`config.mk`:
```
export PLATFORM = sky130hd
export DESIGN_NAME = sequential_divider_flat
export DESIGN_NICKNAME = d
export VERILOG_FILES = /design/src/rtl/sequential_divider_if.sv /design/src/rtl/sequential_divider.sv /design/src/flat_wrapper.sv
export SDC_FILE = /design/constraint.sdc
export NUM_CORES = 1
export LEC_CHECK = 0
export BUFFER_PORTS_ARGS = -buffer_cell sky130_fd_sc_hd__buf_2
export CORE_MARGIN = 2
export CORE_UTILIZATION = 25
export DETAILED_ROUTE_END_ITERATION = 12
export PLACE_DENSITY_LB_ADDON = 0.2
export SYNTH_ARGS = -nofsm -noshare
export SYNTH_HDL_FRONTEND = slang
export SYNTH_SLANG_ARGS = --single-unit
```
`constraint.sdc`:
```
create_clock -name clk -period 4.06 [get_ports clk]
set_clock_uncertainty 0.15 [all_clocks]
set_input_delay 0.203 -clock clk [delete_from_list [all_inputs] [get_ports clk]]
set_output_delay 0.203 -clock clk [all_outputs]
set_load 0.1 [all_outputs]
```
`src/rtl/sequential_divider_if.sv`:
```
// sequential_divider_if: start/done handshake, operands and results of the divider
interface sequential_divider_if #(parameter int WIDTH = 32);
  logic             start;
  logic             signedOp;
  logic [WIDTH-1:0] a;
  logic [WIDTH-1:0] b;
  logic             busy;
  logic             done;
  logic [WIDTH-1:0] Q;
  logic [WIDTH-1:0] R;
  logic             divByZero;
  logic             overflow;
  modport master (output start, signedOp, a, b, input busy, done, Q, R, divByZero, overflow);
  modport slave (input start, signedOp, a, b, output busy, done, Q, R, divByZero, overflow);
endinterface

```
`src/rtl/sequential_divider.sv`:
```
// sequential_divider: restoring shift-and-subtract divider, one quotient bit per clock
module sequential_divider #(parameter int WIDTH = 32) (
  input logic clk,
  input logic rst_n,
  sequential_divider_if.slave dif
);
  localparam int CW = $clog2(WIDTH);
  typedef enum logic [1:0] {IDLE, RUN, FIX, DONE} state_t;
  state_t           state_q, state_d;
  logic [CW-1:0]    cnt_q, cnt_d;
  logic [WIDTH-1:0] rem_q, rem_d, quo_q, quo_d, div_q, div_d;
  logic             qneg_q, qneg_d, rneg_q, rneg_d, ovf_pend_q, ovf_pend_d;
  logic [WIDTH-1:0] q_q, q_d, r_q, r_d;
  logic             dbz_q, dbz_d, ovf_q, ovf_d;
  logic [WIDTH:0]   shifted, diff;
  logic             accept, neg_a, neg_b;
  assign shifted = {rem_q, quo_q[WIDTH-1]};
  assign diff    = shifted - {1'b0, div_q};
  assign accept  = dif.start && (state_q == IDLE || state_q == DONE);
  assign neg_a   = dif.signedOp & dif.a[WIDTH-1];
  assign neg_b   = dif.signedOp & dif.b[WIDTH-1];
  always_comb begin
    state_d    = state_q;
    cnt_d      = cnt_q;
    rem_d      = rem_q;
    quo_d      = quo_q;
    div_d      = div_q;
    qneg_d     = qneg_q;
    rneg_d     = rneg_q;
    ovf_pend_d = ovf_pend_q;
    q_d        = q_q;
    r_d        = r_q;
    dbz_d      = dbz_q;
    ovf_d      = ovf_q;
    if (accept && dif.b == '0) begin
      q_d     = '1;
      r_d     = dif.a;
      dbz_d   = 1'b1;
      ovf_d   = 1'b0;
      state_d = DONE;
    end else if (accept) begin
      quo_d      = neg_a ? -dif.a : dif.a;
      div_d      = neg_b ? -dif.b : dif.b;
      rem_d      = '0;
      cnt_d      = '0;
      qneg_d     = neg_a ^ neg_b;
      rneg_d     = neg_a;
      ovf_pend_d = dif.signedOp && dif.a == {1'b1, {(WIDTH-1){1'b0}}} && dif.b == '1;
      state_d    = RUN;
    end else if (state_q == RUN) begin
      // a borrow out of the trial subtract means the divisor did not fit: restore
      rem_d   = diff[WIDTH] ? shifted[WIDTH-1:0] : diff[WIDTH-1:0];
      quo_d   = {quo_q[WIDTH-2:0], ~diff[WIDTH]};
      cnt_d   = cnt_q + CW'(1);
      state_d = cnt_q == CW'(WIDTH-1) ? FIX : RUN;
    end else if (state_q == FIX) begin
      q_d     = qneg_q ? -quo_q : quo_q;
      r_d     = rneg_q ? -rem_q : rem_q;
      dbz_d   = 1'b0;
      ovf_d   = ovf_pend_q;
      state_d = DONE;
    end else if (state_q == DONE) begin
      state_d = IDLE;
    end
  end
  always_ff @(posedge clk) begin
    if (!rst_n) begin
      state_q    <= IDLE;
      cnt_q      <= '0;
      rem_q      <= '0;
      quo_q      <= '0;
      div_q      <= '0;
      qneg_q     <= 1'b0;
      rneg_q     <= 1'b0;
      ovf_pend_q <= 1'b0;
      q_q        <= '0;
      r_q        <= '0;
      dbz_q      <= 1'b0;
      ovf_q      <= 1'b0;
    end else begin
      state_q    <= state_d;
      cnt_q      <= cnt_d;
      rem_q      <= rem_d;
      quo_q      <= quo_d;
      div_q      <= div_d;
      qneg_q     <= qneg_d;
      rneg_q     <= rneg_d;
      ovf_pend_q <= ovf_pend_d;
      q_q        <= q_d;
      r_q        <= r_d;
      dbz_q      <= dbz_d;
      ovf_q      <= ovf_d;
    end
  end
  assign dif.busy      = state_q == RUN || state_q == FIX;
  assign dif.done      = state_q == DONE;
  assign dif.Q         = q_q;
  assign dif.R         = r_q;
  assign dif.divByZero = dbz_q;
  assign dif.overflow  = ovf_q;
endmodule
```
`src/flat_wrapper.sv`:
```
// flat-port wrapper written by rule: the top's interface ports become plain ports
module sequential_divider_flat 
#(parameter int WIDTH = 32)
  (clk, rst_n, dif_start, dif_signedOp, dif_a, dif_b, dif_busy, dif_done, dif_Q, dif_R, dif_divByZero, dif_overflow);
  sequential_divider_if #(.WIDTH(WIDTH)) dif_i ();
  input logic clk;
  input logic rst_n;
  input wire logic [$bits(dif_i.start)-1:0] dif_start;
  input wire logic [$bits(dif_i.signedOp)-1:0] dif_signedOp;
  input wire logic [$bits(dif_i.a)-1:0] dif_a;
  input wire logic [$bits(dif_i.b)-1:0] dif_b;
  output wire logic [$bits(dif_i.busy)-1:0] dif_busy;
  output wire logic [$bits(dif_i.done)-1:0] dif_done;
  output wire logic [$bits(dif_i.Q)-1:0] dif_Q;
  output wire logic [$bits(dif_i.R)-1:0] dif_R;
  output wire logic [$bits(dif_i.divByZero)-1:0] dif_divByZero;
  output wire logic [$bits(dif_i.overflow)-1:0] dif_overflow;
  assign dif_i.start = dif_start;
  assign dif_i.signedOp = dif_signedOp;
  assign dif_i.a = dif_a;
  assign dif_i.b = dif_b;
  assign dif_busy = dif_i.busy;
  assign dif_done = dif_i.done;
  assign dif_Q = dif_i.Q;
  assign dif_R = dif_i.R;
  assign dif_divByZero = dif_i.divByZero;
  assign dif_overflow = dif_i.overflow;
  sequential_divider #(.WIDTH(WIDTH)) u_core (.clk(clk), .rst_n(rst_n), .dif(dif_i));
endmodule
```
==> results by group <==
Status
  • Status: finished clean

Timing
  • Max Slew Vio Count: 0
  • Timing-limited maximum frequency: between 0.3 and 0.4 GHz
  • RSZ-0062 raised after global routing: no
  • Setup TNS: 0 ps
  • Final-report hold violation count: 0
  • Worst-margin pin slew: roughly 1000 ps
  • Final setup viols: 0
  • Final setup margin: between 700 and 800 ps
  • Worst relative slew slack: 0.326
  • Fin crit period: 3280 ps
  • Tcrit/Tclk final: 0.807
  • WHS: around 19 ps

Worst setup path
  • Worst endpoint data arrival time: about 3500 ps
  • Crit. End Element: register
  • Startpoint types: register
  • Crit path largest cell delay: 400 ps
  • WS Path Type: reg2reg
  • CP required: ~4200 ps
  • Crit-path most repeated cell: mux2i_1
  • Cell family with most CP delay: compound AO/OA/AOI/OAI gates
  • Buf/Inv on CP: 2
  • Crit Reg-Reg Endpoint: u_core.rem_q[0]
  • Crit path launch: u_core.quo_q[31]
  • Reg2reg start: u_core.quo_q[31]
  • CP max-delay cell: a2111o_1
  • Crit-path max FO: 24
  • R2R cell count: 12
  • Flop2flop setup slack: roughly 780 ps
  • Worst path cell trace: inv_1, ha_1, fa_1, nand2b_1, a21oi_1, o211ai_1, a21oi_2, mux2i_1, a2111o_1, buf_4, mux2i_1, a22o_1

GRT
  • Initial antenna violation count: 0
  • Vias in the first global route: between 10000 and 15000
  • First-pass GRT wire length: around 63000 um
  • Tot GR Track Use: 0.169
  • Grt total ovfl: 0
  • Largest net degree at the start of global routing: 87

Worst hold path
  • Hold Crit Depth: 3
  • Worst min path class: in2reg
  • Hold path startpoint: dif_signedOp
  • Worst Hold End: u_core.qneg_q

Yosys
  • Post-Syn Area: roughly 12000 um^2
  • Synthesized flop and latch total: roughly 170
  • Post-Syn Nets: approximately 1700
  • Ys flop type: dfxtp_1
  • Number of synthesized flops with an enable pin: 0
  • Synth top area cells: dfxtp_1 (30%), nand2_1 (7.7%), a21oi_1 (7.0%)
  • Post-synth ARST share: 0
  • Synth Area in Compound Gates: 0.256
  • Mux cell area share after synthesis: 0.0262
  • Synthesized instance count: 1542
  • Yosys top cell area share: 0.299
  • Main combinational cell family by area after synthesis: compound AO/OA/AOI/OAI gates
  • Mean Syn Cell Area: approximately 7.5 um^2
  • Area leader, netlist: dfxtp_1
  • Synth Area in Adders: 0.0473
  • Post-Synth XOR/XNOR Area: 0.106
  • Sequential share of the synthesized area: 0.299
  • Ys Warns: 0
  • Synth unique cells: just under 80
  • Simple-gate portion of the synthesized area: 0.210

Power and ir drop
  • Leak: between 5 and 6 nW
  • Pwr Density: between 300 and 400 nW/um^2
  • Peak supply drop: 233 uV
  • Overall Power: ~0.0046 W

CTS
  • H-tree depth: 4
  • CTS tree: yes
  • CTS Buffer Depth: 2
  • CTS sink cnt: 172
  • Cts bufs inserted: 17
  • Reg clk slew, reported paths: approximately 70 ps
  • Worst-Skew Late Latency: approximately 440 ps
  • Post-CTS setup buffers: 0
  • Root buffer cell: clkbuf_16

Cells and area
  • Share of post-route cells with drive strength above 1: 0.132
  • Net count, final: about 1800
  • Multi-input gate area: between 7000 and 8000 um^2
  • Fill cell count: slightly above 5000
  • Antenna Cells: 0
  • Sequential cell area: roughly 3400 um^2
  • Synthesis-to-layout area growth: 18.9%

Die
  • Total die area: 47800 um^2
  • Core Area: 45500 um^2
  • IO Pins: approximately 140
  • Chip Height: 219 um
  • Initial Util: 0.253
  • Die width: 219 um
  • Rows: slightly below 80

Detailed routing
  • First DRT Iteration DRCs: 873
  • Drt drc: 0
  • Drt first pass iters: 5
  • ANT nets after route: 0
  • Avg Vias per Cell: approximately 5
  • DR vias: roughly 11000
  • Total Wirelength: 40500 um
  • Routed wire length per instance: between 15 and 20 um

Place
  • DP Worst Slack: 799 ps
  • Post-DP HPWL: about 31000 um
  • Placer Congestion: between 0.8 and 0.9
  • IO buf count: 135

Run
  • Total of max-cap violations: 0
==> placed cells by master (no fill, tap or decap), types with 6 or more instances in the layout <==
| cell | count |
|---|---|
| a211oi_1 | 16 |
| a21o_1 | 8 |
| a21oi_1 | 160 |
| a31oi_1 | 16 |
| and2_1 | 6 |
| and3_1 | 9 |
| buf_2 | 135 |
| buf_4 | 32 |
| clkbuf_16 | 17 |
| dfxtp_1 | 172 |
| dlygate4sd3_1 | 34 |
| ha_1 | 42 |
| inv_1 | 56 |
| mux2i_1 | 29 |
| nand2_1 | 236 |
| nand2b_1 | 9 |
| nand3_1 | 35 |
| nand4_1 | 21 |
| nor2_1 | 112 |
| nor2b_1 | 6 |
| nor3_1 | 28 |
| nor4_1 | 10 |
| o211a_1 | 26 |
| o211ai_1 | 23 |
| o21ai_0 | 133 |
| o31ai_1 | 26 |
| o41ai_1 | 10 |
| or3_1 | 21 |
| or4_1 | 8 |
| xnor2_1 | 60 |
| xor2_1 | 80 |
==> state kept, by name, summed over array words and instances (netlist names) <==
name                  count
u_core.ovf_pend_q         1
u_core.quo_q             32
u_core.qneg_q             1
u_core.dif.Q             32
u_core.cnt_q              5
u_core.div_q             32
u_core.dif.R             32
u_core.rem_q             32
u_core.dif.divByZero      1
u_core.state_q            2
u_core.dif.overflow       1
u_core.rneg_q             1
==> stage by stage <==
stage / std cells / area, um^2 / util
final: 2277 / 13700 / 0.301
after global routing: 2277 / 13700 / 0.301
after CTS: 2277 / 13700 / 0.301
after detailed placement: 2211 / 12800 / 0.281
after global placement: 2211 / 12800 / 0.281
after floorplan: 1542 / 11500 / -
==> cell usage after synthesis, drive strengths merged (9+ instances only) <==
master / n
clkbuf: 69
xor2: 80
nor2: 114
mux2i: 29
inv: 56
or3: 22
xnor2: 60
nand3: 36
a31oi: 16
nand2b: 9
o211ai: 23
nand2: 236
a211oi: 16
nor3: 29
o21ai: 137
ha: 42
o41ai: 11
o31ai: 27
nor4: 13
and3: 9
dfxtp: 172
buf: 29
o211a: 26
nand4: 21
a21oi: 162
==> where the power goes <==
group | switching, W | internal, W
sequential | 0.0000808 | 0.00175
clock | 0.000776 | 0.000877
combinational | 0.000704 | 0.000435
total | 0.00156 | 0.00307
==> kinds of logic (layout without fill, tap and decap cells) <==
kind of cell | after synthesis | in the layout
AND/OR/NAND/NOR | 526 | 526
AO/OA/AOI/OAI | 476 | 476
flip-flops | 172 | 172
buffers and inverters | 155 | 290
XOR/XNOR | 140 | 140
adder cells (fa/ha/maj) | 43 | 43
multiplexers | 30 | 30
==> worst min-delay path: cells and delay by family <==
kind            cells  cell delay, ps
simple gates        1             120
buf+inv             1             160
compound gates      1              80
==> repair_timing <==
action	in CTS	in global routing
hold buffers	34	0
endpoints found under the setup margin	0	0
resized for setup	0	0
hold endpoints to repair	34	0
==> final cells by class <==
| class | instances | area share |
|---|---|---|
| Clock buffer | 19 | 0.0323 |
| Clock inverter | 13 | 0.00940 |
| Inverter | 57 | 0.0156 |
| Multi-Input combinational cell | 1215 | 0.545 |
| Sequential cell | 172 | 0.251 |
| Tap cell | 600 | 0.0548 |
| Timing Repair Buffer | 201 | 0.0917 |
==> routing by layer <==
metal,up-vias,global-route usage,share of wire
li1,5716,-,-
met4,0,0.0327,0.0090
met2,237,0.274,0.45
met1,5444,0.238,0.50
met3,22,0.0214,0.038
met5,-,0,0
==> how the worst max path moves through the flow <==
stage | end | slack [ps] | depth (start not counted)
2_1_floorplan | u_core.rem_q[27] | 1160 | 12
3_3_place_gp | u_core.rem_q[29] | 840 | 10
3_5_place_dp | u_core.rem_q[0] | 800 | 12
4_1_cts | u_core.rem_q[14] | 770 | 12
5_1_grt | u_core.quo_q[0] | 490 | 12
6_report | u_core.rem_q[0] | 780 | 12
No activity file was read; power rests on OpenSTA's default activity.
